--- src/rtl/riscv_defs.sv ---
// Shared RV32 definitions: opcodes, fetch FSM states and immediate decoders.
// Used by the fetch front end and the decoder.
package riscv_defs;

    localparam logic [6:0] OP_LUI    = 7'b0110111;
    localparam logic [6:0] OP_AUIPC  = 7'b0010111;
    localparam logic [6:0] OP_JAL    = 7'b1101111;
    localparam logic [6:0] OP_JALR   = 7'b1100111;
    localparam logic [6:0] OP_BRANCH = 7'b1100011;
    localparam logic [6:0] OP_LOAD   = 7'b0000011;
    localparam logic [6:0] OP_STORE  = 7'b0100011;
    localparam logic [6:0] OP_IMM    = 7'b0010011;
    localparam logic [6:0] OP_REG    = 7'b0110011;

    typedef enum logic [1:0] {
        IDLE,
        WAIT_MEM,
        READY
    } fetch_state_t;

    function automatic logic [31:0] imm_j(input logic [31:0] i);
        return {{12{i[31]}}, i[19:12], i[20], i[30:21], 1'b0};
    endfunction

    function automatic logic [31:0] imm_b(input logic [31:0] i);
        return {{20{i[31]}}, i[7], i[30:25], i[11:8], 1'b0};
    endfunction

endpackage

--- src/rtl/fetch_next_pc.sv ---
// Static next-PC predictor: JAL and backward branches taken,
// everything else (JALR included) falls through to pc+4.
module fetch_next_pc
    import riscv_defs::*;
(
    input  logic [31:0] inst,
    input  logic [31:0] pc,
    output logic [31:0] next_pc,
    output logic        pred_taken
);

    logic [6:0] opcode;
    assign opcode = inst[6:0];

    always_comb begin
        next_pc    = pc + 32'd4;
        pred_taken = 1'b0;
        unique case (1'b1)
            (opcode == OP_JAL): begin
                next_pc    = pc + imm_j(inst);
                pred_taken = 1'b1;
            end
            (opcode == OP_BRANCH && inst[31]): begin
                next_pc    = pc + imm_b(inst);
                pred_taken = 1'b1;
            end
            default: ;
        endcase
    end

endmodule

--- src/rtl/instruction_fetcher.sv ---
// Fetch front end: one outstanding word read, static prediction,
// RoB redirect with discard of an in-flight word.
module instruction_fetcher
    import riscv_defs::*;
#(
    parameter logic [31:0] RESET_PC = 32'h0
) (
    input  logic        clk_in,
    input  logic        rst_in,
    input  logic        rdy_in,
    input  logic        issue_ready,
    output logic        fetch_ready,
    output logic [31:0] inst,
    output logic [31:0] pc,
    output logic        pred_taken,
    output logic        mem_req,
    output logic [31:0] mem_addr,
    input  logic        mem_done,
    input  logic [31:0] mem_data,
    input  logic        jump_valid,
    input  logic [31:0] jump_pc
);

    fetch_state_t state;
    logic         discard;
    logic [31:0]  fetch_pc;
    logic [31:0]  next_pc_q;
    logic [31:0]  np_next;
    logic         np_pred;

    // Predict on the incoming word so the prediction is registered with it.
    fetch_next_pc u_next_pc (
        .inst       (mem_data),
        .pc         (fetch_pc),
        .next_pc    (np_next),
        .pred_taken (np_pred)
    );

    always_ff @(posedge clk_in or posedge rst_in) begin
        if (rst_in) begin
            state       <= IDLE;
            discard     <= 1'b0;
            fetch_pc    <= RESET_PC;
            next_pc_q   <= RESET_PC;
            fetch_ready <= 1'b0;
            inst        <= 32'h0;
            pc          <= RESET_PC;
            pred_taken  <= 1'b0;
            mem_req     <= 1'b0;
            mem_addr    <= RESET_PC;
        end else if (rdy_in) begin
            unique case (state)
                IDLE: begin
                    if (jump_valid) begin
                        fetch_pc <= jump_pc;
                    end else begin
                        mem_req  <= 1'b1;
                        mem_addr <= fetch_pc;
                        state    <= WAIT_MEM;
                    end
                end
                WAIT_MEM: begin
                    if (mem_done) begin
                        mem_req <= 1'b0;
                        if (jump_valid || discard) begin
                            discard <= 1'b0;
                            state   <= IDLE;
                            if (jump_valid) fetch_pc <= jump_pc;
                        end else begin
                            inst        <= mem_data;
                            pc          <= fetch_pc;
                            pred_taken  <= np_pred;
                            next_pc_q   <= np_next;
                            fetch_ready <= 1'b1;
                            state       <= READY;
                        end
                    end else if (jump_valid) begin
                        // Request cannot be aborted; drop its word on return.
                        fetch_pc <= jump_pc;
                        discard  <= 1'b1;
                    end
                end
                READY: begin
                    if (jump_valid) begin
                        fetch_pc    <= jump_pc;
                        fetch_ready <= 1'b0;
                        state       <= IDLE;
                    end else if (issue_ready) begin
                        fetch_pc    <= next_pc_q;
                        fetch_ready <= 1'b0;
                        state       <= IDLE;
                    end
                end
                default: state <= IDLE;
            endcase
        end
    end

endmodule
--- config.mk ---
export PLATFORM = sky130hd
export DESIGN_NAME = instruction_fetcher
export DESIGN_NICKNAME = d
export VERILOG_FILES = /design/src/rtl/riscv_defs.sv /design/src/rtl/fetch_next_pc.sv /design/src/rtl/instruction_fetcher.sv
export SDC_FILE = /design/constraint.sdc
export NUM_CORES = 1
export LEC_CHECK = 0
export CAP_MARGIN = 20
export CORE_MARGIN = 1
export CORE_UTILIZATION = 40
export DETAILED_ROUTE_END_ITERATION = 10
export PLACE_DENSITY_LB_ADDON = 0.1
export RECOVER_POWER = 25
export SYNTH_ARGS = -nofsm -noshare
export SYNTH_HDL_FRONTEND = slang
export SYNTH_HIERARCHICAL = 1
export SYNTH_SLANG_ARGS = --single-unit
--- constraint.sdc ---
create_clock -name clk_in -period 6 [get_ports clk_in]
set_input_delay 1.2 -clock clk_in [delete_from_list [all_inputs] [get_ports clk_in]]
set_output_delay 1.2 -clock clk_in [all_outputs]
set_load 0.1 [all_outputs]
==> metrics.csv <==
metric,value,unit
initial antenna violation count,0,
top post-synthesis cells by area,"dfrtp_1 (45%), mux2_2 (23%), ha_1 (4.5%), xnor2_1 (2.9%), xor2_1 (2.4%)",
final wirelength,21900,um
Fmax achieved,189,MHz
average wire per standard cell,17.7,um
Vias/cell,5.24,
post-route ant nets,0,
cells resized by post-CTS repair,0,
CP endpoint kind,register,
Slew HR,-115,%
vias in the first global route,6532,
Post-synth top cells,"mux2_2 (189), dfrtp_1 (166), nand2_1 (53)",
Max Cap Viol,1,
"Primary FF master, synth",dfrtp_1,
layout cells sized above 1,26.7,%
number of synthesized register bits,166,
cell count after synthesis,777,
Skew-Pair Late Insertion Delay,0.43,ns
DR vias,6468,
GR Util All Layers,19.5,%
Bufs on Longest Clock Path,2,
violated checks,"capacitance limit, slew limit",
Starting Density,41.3,%
"Slew Viols, Final",85,
Synth Cell Area,9150,um^2
Initial DRT Pass Iterations,4,
post-synth cell types,61,
Final Hold Viols,0,
"Reg clk slew, reported paths",0.07,ns
"FFs w/ async S/R, synth",100,%
n_diodes,0,
IO Pins,169,
period utilization,88.2,%
TNS Setup,0,ns
status,finished with violations,
hpwl dp,15400,um
Area growth syn-to-layout,27.6,%
Nets,1045,
first-pass GRT wire length,35800,um
"Cell Count, Final, Fillers Out",1234,
global route overflow,0,
Die Height,153,um
DRC,0,
fill count,1976,
"Arr. time, crit path",5.61,ns
top cell type by total area after synthesis,dfrtp_1,
TritonCTS Buffers,17,
setup violators final,0,
maximum number of pins on one net before global-route repair,86,
CTS hold repair buffers,0,
post-synthesis sequential area ratio,45.4,%
RePlAce Congestion,0.855,
hold_ws,0.493,ns
crit-path max FO,12,
row count,54,
number of DRC markers in iteration 0,253,
Placeable Area,22200,um^2
Die X,153,um
crit path launch type,input port,
worst slew pin tran,3.22,ns
"Setup Fix Bufs, Post-CTS",0,
placed instance count,1202,
buffers added on ports,168,
Post-synth EDFFs,0,
Worst Clk Skew,0.00699,ns
Tmin final,5.29,ns
share of the synthesized area in the top cell type,45.4,%
syn_nets,881,
fin util,52.7,%
CTS tree,done,
Syn Area/Cell,11.8,um^2
crit path kind,input port to register,
RSZ-0062 raised after global routing,false,
clock sinks,166,
H-tree lvl count,4,
Worst EP required,6.32,ns
clk root buf,clkbuf_16,
hold crit path type,register to register,
Ys Warns,6,
die area,23500,um^2
most common cell in the netlist,mux2_2,
-- critical path, cell delays in order --
cell and delay (ns):
clkdlybuf4s50_1 0.47, nor2b_1 0.13, nand4_1 0.15, or2_2 0.34
buf_4 0.20, mux2_2 0.31, fa_1 0.45, a211oi_1 0.38
o21ai_0 0.23, nand4_1 0.19, a31oi_1 0.19, a2111oi_2 0.43
o21ai_0 0.19, xnor2_1 0.19, o32ai_1 0.13, xor2_1 0.17
mux2_2 0.27
-- cells in the final DEF, fill, tap and decap left out, types with 25 or more instances in the layout --
master           instances
nor2_1                  34
xor2_1                  25
mux2_2                 189
o21ai_0                 40
a21oi_1                 28
nand2_1                 53
ha_1                    33
dfrtp_1                166
clkdlybuf4s50_1        166
xnor2_1                 30
-- final timing paths --
| kind | startpoint | to | slack, ns | cells past startpoint |
|---|---|---|---|---|
| worst max-delay path | mem_data[1] | next_pc_q[31] | 0.71 | 17 |
| worst min-delay path | mem_addr[4] | mem_addr[4] | 0.49 | 1 |
| worst max register to register | fetch_pc[1] | next_pc_q[31] | 2.42 | 12 |
| worst min register to register | mem_addr[4] | mem_addr[4] | 0.49 | 1 |
| max in group asynchronous | rst_in | pc[30] | 1.75 | 2 |
| min in group asynchronous | rst_in | inst[30] | 2.40 | 2 |
-- through the flow --
step                      setup WS, ns  area [um^2]
after CTS                        0.744        11700
after global placement           0.385        11100
after detailed placement         0.300        11100
after global routing             0.460        11700
after floorplan                  0.310         9150
final                            0.707        11700
-- metal layers --
| metal | wire [um] | global-route usage [%] | vias to the layer above |
|---|---|---|---|
| met3 | 1130 | 5.16 | 17 |
| met5 | 0 | 0 | - |
| met2 | 9780 | 30.1 | 143 |
| met1 | 10700 | 26.8 | 3171 |
| met4 | 267 | 5.72 | 0 |
| li1 | - | - | 3137 |
-- state kept, by name, summed over array words and instances, names as in the netlist --
register     count
fetch_pc        32
inst            32
mem_addr        32
next_pc_q       32
pc              32
state            2
discard          1
fetch_ready      1
mem_req          1
pred_taken       1
-- cell type report --
cell class,instances,area [um^2],area share (%)
clock inverters,14,169,1.45
flip-flops and latches,166,4150,35.6
clock buffers,18,429,3.67
repair buffers,177,1760,15.1
well taps,280,350,3.00
multi-input cells,567,4770,40.9
inverters,12,45.0,0.386
-- kinds of logic (layout without fill, tap and decap cells) --
kind of cell / after synthesis / after routing / share of synthesized area, %
muxes: 199 / 199 / 24.7
xor gates and xnor gates: 55 / 55 / 5.26
adders and majority gates: 34 / 34 / 4.73
DFF: 166 / 166 / 45.4
and+or+nand+nor: 158 / 158 / 8.72
buffers and inverters: 44 / 221 / 2.45
AOI/OAI and AO/OA: 121 / 121 / 8.73
Power is not shown: default switching activity piles up to over one toggle a cycle in this logic, so the estimate is an artifact.
